$ cat src/rtl/cpu_pkg.sv
// Shared definitions for the mini-SRC control unit: opcodes, ALU codes, opcode classes and
// the sequencer state encoding.
package cpu_pkg;

    localparam int unsigned OPW    = 5;
    localparam int unsigned ALUOPW = 5;

    localparam logic [OPW-1:0] OP_LD   = 5'b00000;
    localparam logic [OPW-1:0] OP_LDI  = 5'b00001;
    localparam logic [OPW-1:0] OP_ST   = 5'b00010;
    localparam logic [OPW-1:0] OP_ADD  = 5'b00011;
    localparam logic [OPW-1:0] OP_SUB  = 5'b00100;
    localparam logic [OPW-1:0] OP_AND  = 5'b00101;
    localparam logic [OPW-1:0] OP_OR   = 5'b00110;
    localparam logic [OPW-1:0] OP_SHR  = 5'b00111;
    localparam logic [OPW-1:0] OP_SHL  = 5'b01000;
    localparam logic [OPW-1:0] OP_ADDI = 5'b01100;
    localparam logic [OPW-1:0] OP_ANDI = 5'b01101;
    localparam logic [OPW-1:0] OP_ORI  = 5'b01110;
    localparam logic [OPW-1:0] OP_BR   = 5'b10010;
    localparam logic [OPW-1:0] OP_JR   = 5'b10011;
    localparam logic [OPW-1:0] OP_NOP  = 5'b11001;
    localparam logic [OPW-1:0] OP_HALT = 5'b11010;

    // ALU operation codes share the R-type opcode values
    localparam logic [ALUOPW-1:0] ALU_ADD = 5'b00011;
    localparam logic [ALUOPW-1:0] ALU_AND = 5'b00101;
    localparam logic [ALUOPW-1:0] ALU_OR  = 5'b00110;

    typedef enum logic [3:0] {
        ClsRtype, ClsImm, ClsLdi, ClsLd, ClsSt, ClsBr, ClsJr, ClsNop, ClsHalt, ClsIll
    } op_class_t;

    localparam logic [3:0] StRst  = 4'd0;
    localparam logic [3:0] StT0   = 4'd1;
    localparam logic [3:0] StT1   = 4'd2;
    localparam logic [3:0] StT2   = 4'd3;
    localparam logic [3:0] StT3   = 4'd4;
    localparam logic [3:0] StT4   = 4'd5;
    localparam logic [3:0] StT5   = 4'd6;
    localparam logic [3:0] StT6   = 4'd7;
    localparam logic [3:0] StT7   = 4'd8;
    localparam logic [3:0] StIdle = 4'd9;
    localparam logic [3:0] StHalt = 4'd10;

endpackage

$ cat src/rtl/op_class_decode.sv
// Combinational opcode classifier: maps ir[31:27] onto the execute-sequence class used by the
// control sequencer.
module op_class_decode
    import cpu_pkg::*;
(
    input  logic [OPW-1:0] opcode,
    output logic [3:0]     op_class
);

    always_comb begin
        op_class = ClsIll;
        case (opcode)
            OP_ADD, OP_SUB, OP_AND, OP_OR, OP_SHR, OP_SHL: op_class = ClsRtype;
            OP_ADDI, OP_ANDI, OP_ORI:                      op_class = ClsImm;
            OP_LDI:                                        op_class = ClsLdi;
            OP_LD:                                         op_class = ClsLd;
            OP_ST:                                         op_class = ClsSt;
            OP_BR:                                         op_class = ClsBr;
            OP_JR:                                         op_class = ClsJr;
            OP_NOP:                                        op_class = ClsNop;
            OP_HALT:                                       op_class = ClsHalt;
            default:                                       op_class = ClsIll;
        endcase
    end

endmodule

$ cat src/rtl/control_sequencer.sv
// Moore control sequencer for the mini-SRC datapath: fetch T0-T2, per-class execute T3-T7,
// memory handshakes held until mem_rdy, stop honoured only at instruction boundaries.
module control_sequencer
    import cpu_pkg::*;
(
    input  logic              clk,
    input  logic              reset_n,
    input  logic [31:0]       ir,
    input  logic              con_in,
    input  logic              mem_rdy,
    input  logic              stop,
    output logic              Gra,
    output logic              Grb,
    output logic              Grc,
    output logic              Rin,
    output logic              Rout,
    output logic              BAout,
    output logic              PCout,
    output logic              Zlowout,
    output logic              MDRout,
    output logic              Cout,
    output logic              PCin,
    output logic              IncPC,
    output logic              IRin,
    output logic              MARin,
    output logic              MDRin,
    output logic              Yin,
    output logic              Zin,
    output logic              CONin,
    output logic              Read,
    output logic              Write,
    output logic [ALUOPW-1:0] alu_op,
    output logic              run,
    output logic              illegal_op
);

    logic [3:0] state_q, state_d;
    logic       stay_q;
    logic       last;
    logic [3:0] op_class;
    logic       unused_ir;

    assign unused_ir = ^ir[26:0];

    op_class_decode u_op_class_decode (
        .opcode   (ir[31:27]),
        .op_class (op_class)
    );

    always_comb begin
        state_d = state_q;
        last    = 1'b0;
        case (state_q)
            StRst:  state_d = StT0;
            StT0:   state_d = StT1;
            StT1:   if (mem_rdy) state_d = StT2;
            StT2:   state_d = StT3;
            StT3: begin
                if (op_class == ClsHalt) begin
                    state_d = StHalt;
                end else if (op_class == ClsJr || op_class == ClsNop || op_class == ClsIll) begin
                    last = 1'b1;
                end else begin
                    state_d = StT4;
                end
            end
            StT4:   state_d = StT5;
            StT5: begin
                if (op_class == ClsLd || op_class == ClsSt || op_class == ClsBr) state_d = StT6;
                else last = 1'b1;
            end
            StT6: begin
                if (op_class == ClsLd) begin
                    if (mem_rdy) state_d = StT7;
                end else if (op_class == ClsSt) begin
                    state_d = StT7;
                end else begin
                    last = 1'b1;
                end
            end
            StT7:   last = (op_class == ClsLd) ? 1'b1 : mem_rdy;
            StIdle: if (!stop) state_d = StT0;
            StHalt: state_d = StHalt;
            default: state_d = StRst;
        endcase
        if (last) state_d = stop ? StIdle : StT0;
    end

    // stay_q marks a repeated cycle in the same state, so T1 updates PC only on entry
    always_ff @(posedge clk or negedge reset_n) begin
        if (!reset_n) begin
            state_q <= StRst;
            stay_q  <= 1'b0;
        end else begin
            state_q <= state_d;
            stay_q  <= (state_d == state_q);
        end
    end

    always_comb begin
        Gra = 1'b0; Grb = 1'b0; Grc = 1'b0; Rin = 1'b0; Rout = 1'b0; BAout = 1'b0;
        PCout = 1'b0; Zlowout = 1'b0; MDRout = 1'b0; Cout = 1'b0;
        PCin = 1'b0; IncPC = 1'b0; IRin = 1'b0; MARin = 1'b0; MDRin = 1'b0;
        Yin = 1'b0; Zin = 1'b0; CONin = 1'b0; Read = 1'b0; Write = 1'b0;
        alu_op     = '0;
        illegal_op = 1'b0;
        run = !(state_q == StRst || state_q == StIdle || state_q == StHalt);
        case (state_q)
            StT0: begin
                PCout = 1'b1; MARin = 1'b1; IncPC = 1'b1; Zin = 1'b1;
            end
            StT1: begin
                Zlowout = !stay_q; PCin = !stay_q; Read = 1'b1; MDRin = mem_rdy;
            end
            StT2: begin
                MDRout = 1'b1; IRin = 1'b1;
            end
            StT3: begin
                if (op_class == ClsRtype || op_class == ClsImm) begin
                    Grb = 1'b1; Rout = 1'b1; Yin = 1'b1;
                end else if (op_class == ClsLdi || op_class == ClsLd || op_class == ClsSt) begin
                    Grb = 1'b1; BAout = 1'b1; Yin = 1'b1;
                end else if (op_class == ClsBr) begin
                    Gra = 1'b1; Rout = 1'b1; CONin = 1'b1;
                end else if (op_class == ClsJr) begin
                    Gra = 1'b1; Rout = 1'b1; PCin = 1'b1;
                end else if (op_class == ClsIll) begin
                    illegal_op = 1'b1;
                end
            end
            StT4: begin
                if (op_class == ClsRtype) begin
                    Grc = 1'b1; Rout = 1'b1; Zin = 1'b1; alu_op = ir[31:27];
                end else if (op_class == ClsImm) begin
                    Cout = 1'b1; Zin = 1'b1;
                    alu_op = (ir[31:27] == OP_ADDI) ? ALU_ADD :
                             (ir[31:27] == OP_ANDI) ? ALU_AND : ALU_OR;
                end else if (op_class == ClsBr) begin
                    PCout = 1'b1; Yin = 1'b1;
                end else begin
                    Cout = 1'b1; Zin = 1'b1; alu_op = ALU_ADD;
                end
            end
            StT5: begin
                if (op_class == ClsLd || op_class == ClsSt) begin
                    Zlowout = 1'b1; MARin = 1'b1;
                end else if (op_class == ClsBr) begin
                    Cout = 1'b1; Zin = 1'b1; alu_op = ALU_ADD;
                end else begin
                    Zlowout = 1'b1; Gra = 1'b1; Rin = 1'b1;
                end
            end
            StT6: begin
                if (op_class == ClsLd) begin
                    Read = 1'b1; MDRin = mem_rdy;
                end else if (op_class == ClsSt) begin
                    Gra = 1'b1; Rout = 1'b1; MDRin = 1'b1;
                end else begin
                    Zlowout = con_in; PCin = con_in;
                end
            end
            StT7: begin
                if (op_class == ClsLd) begin
                    MDRout = 1'b1; Gra = 1'b1; Rin = 1'b1;
                end else begin
                    Write = 1'b1;
                end
            end
            default: ;
        endcase
    end

endmodule

$ cat config.mk
export PLATFORM = sky130hd
export DESIGN_NAME = control_sequencer
export DESIGN_NICKNAME = d
export VERILOG_FILES = /design/src/rtl/cpu_pkg.sv /design/src/rtl/op_class_decode.sv /design/src/rtl/control_sequencer.sv
export SDC_FILE = /design/constraint.sdc
export NUM_CORES = 1
export LEC_CHECK = 0
export ABC_CLOCK_PERIOD_IN_PS = 2400
export CAP_MARGIN = 20
export CORE_MARGIN = 1.5
export CORE_UTILIZATION = 37
export CTS_CLUSTER_DIAMETER = 50
export CTS_CLUSTER_SIZE = 12
export DETAILED_ROUTE_END_ITERATION = 7
export GPL_ROUTABILITY_DRIVEN = 0
export PLACE_DENSITY = 0.81
export RECOVER_POWER = 100
export SYNTH_ARGS = -nofsm -noshare
export SYNTH_HDL_FRONTEND = slang
export SYNTH_SLANG_ARGS = --single-unit
export TNS_END_PERCENT = 20
$ cat constraint.sdc
create_clock -name clk -period 2.4 [get_ports clk]
set_input_delay 0.48 -clock clk [delete_from_list [all_inputs] [get_ports clk]]
set_output_delay 0.48 -clock clk [all_outputs]
set_load 0.02 [all_outputs]
== Word-level counts from Yosys, hierarchy flattened ==
Memories as Yosys holds them, arrays and structs flattened.
Index checks and enable logic that the tools add are counted.
Widths: inputs -> output; s select.
Storage, ports and cells
  bits in registers: 5
  latch bits: 0
  RAM bits: 0
  ROM bits: 128
  input bits: 37
  output and inout bits: 27
  word-level logic and storage cells: 122
  memories kept: 1
Operators by class
  add/subtract/negate cells: 0
  $mul: 0
  div/mod/pow operators: 0
  $lt $le $gt $ge: 0
  equality and inequality tests: 22
  shift-type cells: 0
  multiplexer cells: 84
  bitwise operators: 0
  reduce and logical (&&, ||, !) cells: 13
Memory list
  (name not given): words 32, bits a word 4, rd ports 1, clocked after Yosys merged registers in 0, wr ports 0, RTL line op_class_decode.sv:12  | case (opcode)
Operators with widths (number)
  $mux 1: 51
  $pmux 4 s11: 1
  $mux 4: 10
  $eq 4x3->1 const B: 8
  $eq 4x4->1 const B: 5
  $eq 4x2->1 const B: 4
  $pmux 1 s2: 8
  $pmux 1 s3: 4
  $eq 5x4->1 const B: 2
  $pmux 5 s2: 1
  $logic_or 1x1->1: 9
  $eq 4x1->1 const B: 2
  $logic_not 4->1: 2
  $mux 2: 4
  $pmux 1 s4: 2
  $mux 3: 2
  $mux 5: 1
  $eq 4x4->1: 1
  $logic_not 1->1: 2

== Logic depth before layout (Yosys ltp) ==
An unclocked memory read counts as a cell.
  word-level depth: 9
  mapped depth: 7
  depth with buffers taken out: 6

== Cells and area by module ==
Synthesis repeated with hierarchy kept, for this count alone.
Second synthesis, totals
  cells, all modules: 158
  area, all modules: 1109.8 um2
By module, submodules not included
  control_sequencer: times used 1, cells an instance 135, area each 979.7 um2, seq. area each 125.1 um2
  op_class_decode: times used 1, cells an instance 23, area each 130.1 um2, seq. area each 0.0 um2

== Worst setup path after synthesis ==
No wires, ideal clock.
  path type: input -> output
  start point: input port ir[28]
  end point: output port alu_op[2]
  data arrival time: 2.296 ns
  required time: 1.920 ns
  setup slack: -0.376 ns
  stages: 4
  path buffers: 2
  path through: clkbuf_1 buf_1 xnor2_1 a2111oi_0
On the way
  longest elaborated chain between the ends: 5
  elaborated cells on any way between the ends: 8
  those cells by class: 2 x eq/ne; 4 x mux; 1 x reduce/logical; 1 x memory
RTL lines
  start: declaration: RTL line control_sequencer.sv:8  | input logic [31:0] ir,
  $mem_v2 32x4 or $eq 5x4->1 (tied branches)
  $eq 4x1->1 or $mux 3 (tied branches): RTL line control_sequencer.sv:134, control_sequencer.sv:136
  $mux 3: RTL line control_sequencer.sv:134  | end else if (op_class == ClsImm) begin
  $mux 5 (*): RTL line control_sequencer.sv:132  | if (op_class == ClsRtype) begin
  $pmux 5 s2 (*): RTL line control_sequencer.sv:108  | case (state_q)
  end: declaration: RTL line control_sequencer.sv:32  | output logic [ALUOPW-1:0] alu_op,
Mark *: on every way between the ends. The rest lies on a longest branch, timed or not.

== Worst setup path in the final report ==
  start point: input port ir[29]
  end point: register stay_q
On the way
  longest elaborated chain between the ends: 9
  elaborated cells on any way between the ends: 27
  those cells by class: 8 x eq/ne; 14 x mux; 4 x reduce/logical; 1 x memory
RTL lines
  $mem_v2 32x4 (*)
  $eq 4x3->1: RTL line control_sequencer.sv:61  | end else if (op_class == ClsJr || op_class == ClsNop || op_class == ClsIll) begin
  $logic_or 1x1->1 (2 in a row): RTL line control_sequencer.sv:61
  $mux 4 or $mux 1 (tied branches): RTL line control_sequencer.sv:61
  $mux 4 or $mux 1 (tied branches): RTL line control_sequencer.sv:59  | if (op_class == ClsHalt) begin
  $pmux 4 s11 or $pmux 1 s4 (tied branches): RTL line control_sequencer.sv:53  | case (state_q)
  $mux 4 (*): RTL line control_sequencer.sv:86  | if (last) state_d = stop ? StIdle : StT0;
  net state_d[0]: RTL line control_sequencer.sv:37  | logic [3:0] state_q, state_d;
  $eq 4x4->1 (*): RTL line control_sequencer.sv:96  | stay_q <= (state_d == state_q);
  end signal: assignment: RTL line control_sequencer.sv:96
  end: declaration: RTL line control_sequencer.sv:38  | logic stay_q;
Mark *: on every way through the listed nets, which the timed path passes. The rest lies on a longest branch.

==> flow_summary.json <==
{
  "run_status": "finished, final reports clean",
  "htreeDepth": 1,
  "grt_pass1_vias": 1539,
  "clk_pin_slew_ns": 0.04,
  "area_delta_synth_final_pct": 68.1,
  "critPathSlowestCell": "or4_4",
  "portBuffers": 35,
  "grt_setup_unrepaired": "yes",
  "path_cells": "buf_2 > or4_4 > buf_4 > o21ai_2 > o311ai_1 > or4b_4 > xor2_1 > nor4_2",
  "synth-seq-cells": 5,
  "drtIter0Drc": 82,
  "grt_usage_pct": 26.8,
  "p_sw_mw": 0.871,
  "worst_setup_path_start_kind": "input port",
  "synth_xor_area_share_pct": 2.57,
  "clock.fmax_mhz": 420,
  "cts_made_buffers": 3,
  "max_stage_delay_ns": 0.53,
  "tritoncts": "done",
  "fill_cells": 232,
  "p_int_mw": 0.850,
  "place_inst": 268,
  "placementRows": 18,
  "r2r_start": "state_q[2]",
  "core_area_mm2": 0.00254,
  "maxCapViolCount": 0,
  "place_ws_ns": -0.752,
  "finalHoldViolations": 0,
  "antenna_found_initial": 0,
  "peakVddDrop_mv": 0.804,
  "ios": 64,
  "post_drt_wl_per_cell_um": 15.7,
  "dp_hpwl_um": 3310,
  "worst-setup-path-type": "in -> reg",
  "clk_path_buf_depth": 2,
  "crit_start": "ir[29]",
  "die_area_mm2": 0.00309,
  "wl_um": 4270,
  "start_util_pct": 40.2,
  "power.density_mw_per_mm2": 1000,
  "hold_buffers": 0,
  "synth_area_per_cell_um2": 6.23,
  "synth_area_mm2": 0.00102,
  "yosysWarningCount": 0,
  "fin_cells": 272,
  "cp_max_fo": 8,
  "dr.pass1.iters": 5,
  "synthSimpleGateAreaFrac_pct": 41.4,
  "required_ns": 2.54,
  "nets": 280,
  "synth_mux_area_share_pct": 0,
  "diodes": 0,
  "crit_path_end_kind": "register",
  "synth_cells": 164,
  "ant_nets": 0,
  "drv_slew": 0,
  "grt_overflow_total": 0,
  "swShare_pct": 50.6,
  "viasPerCell": 6.03,
  "place_area_mm2": 0.00174,
  "drc": 0,
  "synth_nets": 201,
  "async_flop_share_pct": 100,
  "synth-compound-area-share_pct": 34.0,
  "die_x_um": 55.6,
  "drive_gt1_share_pct": 40.5,
  "fin_area_mm2": 0.00172,
  "synth_top_family_by_area": "simple AND/OR/NAND/NOR gates",
  "clock-sinks": 5,
  "ys_seq_area_share_pct": 12.2,
  "clockRootBuffer": "clkbuf_4",
  "synthFlopType": "dfrtp_1",
  "clkPwrFrac_pct": 5.4,
  "worstPathArrival_ns": 2.52,
  "grt_max_degree": 14,
  "yosysUniqueCellTypes": 48,
  "synthAdderAreaFrac_pct": 0.979,
  "hold_class": "in -> async",
  "clock_latency_ns": 0.24,
  "tns_ns": 0,
  "die_y_um": 55.6,
  "comb_power_share_pct": 85.4,
  "power_mw": 1.72,
  "fin_skew_ns": 0.00172,
  "cts_setup_buffers": 0,
  "layout_min_cycle_time_ns": 2.38,
  "p_leak_nw": 0.858,
  "grt_pass1_wl_um": 6760,
  "synth_edf_count": 0,
  "final-setup-viol-count": 0,
  "setup_ws_ns": 0.0171,
  "pwr-share-seq_pct": 9.2,
  "post-route-period-util_pct": 99.3,
  "vias": 1641
}
## per-stage QoR
stage               util [%]  hold WS [ns]
global route            67.5         0.551
finish                  67.5         0.531
CTS                     69.3         0.464
floorplan                  -         0.184
detailed placement      68.4         0.718
global placement        68.4         0.705
## logic make-up (layout without fill, tap and decap cells)
| kind of cell | Yosys count | after routing |
|---|---|---|
| flops | 5 | 5 |
| buf+inv | 20 | 98 |
| simple gates | 78 | 78 |
| compound gates | 56 | 56 |
| fa+ha+maj | 1 | 1 |
| xor+xnor | 3 | 3 |
| other cells | 1 | 1 |
## final timing paths
check	to	slack, ns	cells past startpoint
min in group clk	stay_q	0.86	3
worst min-delay path	state_q[0]	0.53	1
worst min register to register	stay_q	0.86	3
max in group asynchronous	stay_q	1.68	1
worst max register to register	stay_q	0.09	9
worst max-delay path	stay_q	0.02	8
## power by group through the flow
stage	clock network (mW)	logic [mW]	registers [mW]
6_report	0.0934	1.47	0.159
5_1_grt	0.104	1.55	0.163
4_1_cts	0.0980	1.47	0.156
3_5_place_dp	0	1.50	0.157
3_3_place_gp	0	1.45	0.152
2_1_floorplan	0	0.791	0.157
## placed cells by master (no fill, tap or decap), types with 5 or more instances in the layout
cell type,count
buf_4,54
o21ai_0,18
inv_1,7
a21oi_1,14
nand2_1,17
clkbuf_2,9
nand2b_1,5
nor2_1,20
buf_2,9
dfrtp_1,5
nand3_1,7
## per-layer routing
layer	global-route usage (%)	vias to the layer above	wire (µm)
li1	-	751	-
met1	31.7	757	1640
met2	47.1	113	2120
met3	4.22	20	364
met4	12.2	0	140
met5	0	-	0
## area by class of cell
type | count | area, µm² | share of cell area [%]
Inverter | 7 | 26.3 | 1.53
Multi-Input combinational cell | 139 | 860 | 50.0
Tap cell | 30 | 37.5 | 2.18
Timing Repair Buffer | 87 | 643 | 37.4
Clock buffer | 4 | 26.3 | 1.53
Sequential cell | 5 | 125 | 7.28
## timing repair
action	in CTS	in global routing
endpoints found under the hold margin	0	0
endpoints found under the setup margin	27	20
gates resized for setup	77	34
pin swaps	2	1
## cell usage after synthesis (all sizes together), types with 2 or more instances
cell type | instances | share of area [%]
nor2 | 21 | 7.7
o21ai | 20 | 9.8
nand2 | 18 | 6.6
a21oi | 14 | 6.9
buf | 10 | 4.8
inv | 7 | 2.6
nand3 | 7 | 3.4
nor3 | 6 | 3.4
dfrtp | 5 | 12
nand2b | 5 | 3.1
a211oi | 4 | 2.9
nor2b | 4 | 2.4
clkbuf | 3 | 1.1
nor4 | 3 | 3.1
or2 | 3 | 1.8
a2111oi | 2 | 1.7
o21a | 2 | 1.5
o21bai | 2 | 1.5
o22ai | 2 | 1.2
o41ai | 2 | 1.7
or4b | 2 | 2.3
xor2 | 2 | 1.7
## registers in the layout (all words and copies together) (netlist names)
signal   cells
stay_q       1
state_q      4
## critical path, delay by kind of cell
kind	cells	cell delay (ns)
buffers and inverters	2	0.32
and+or+nand+nor	3	1.30
AOI/OAI and AO/OA	2	0.24
xor gates and xnor gates	1	0.17
No activity file was read; power rests on OpenSTA's default activity.
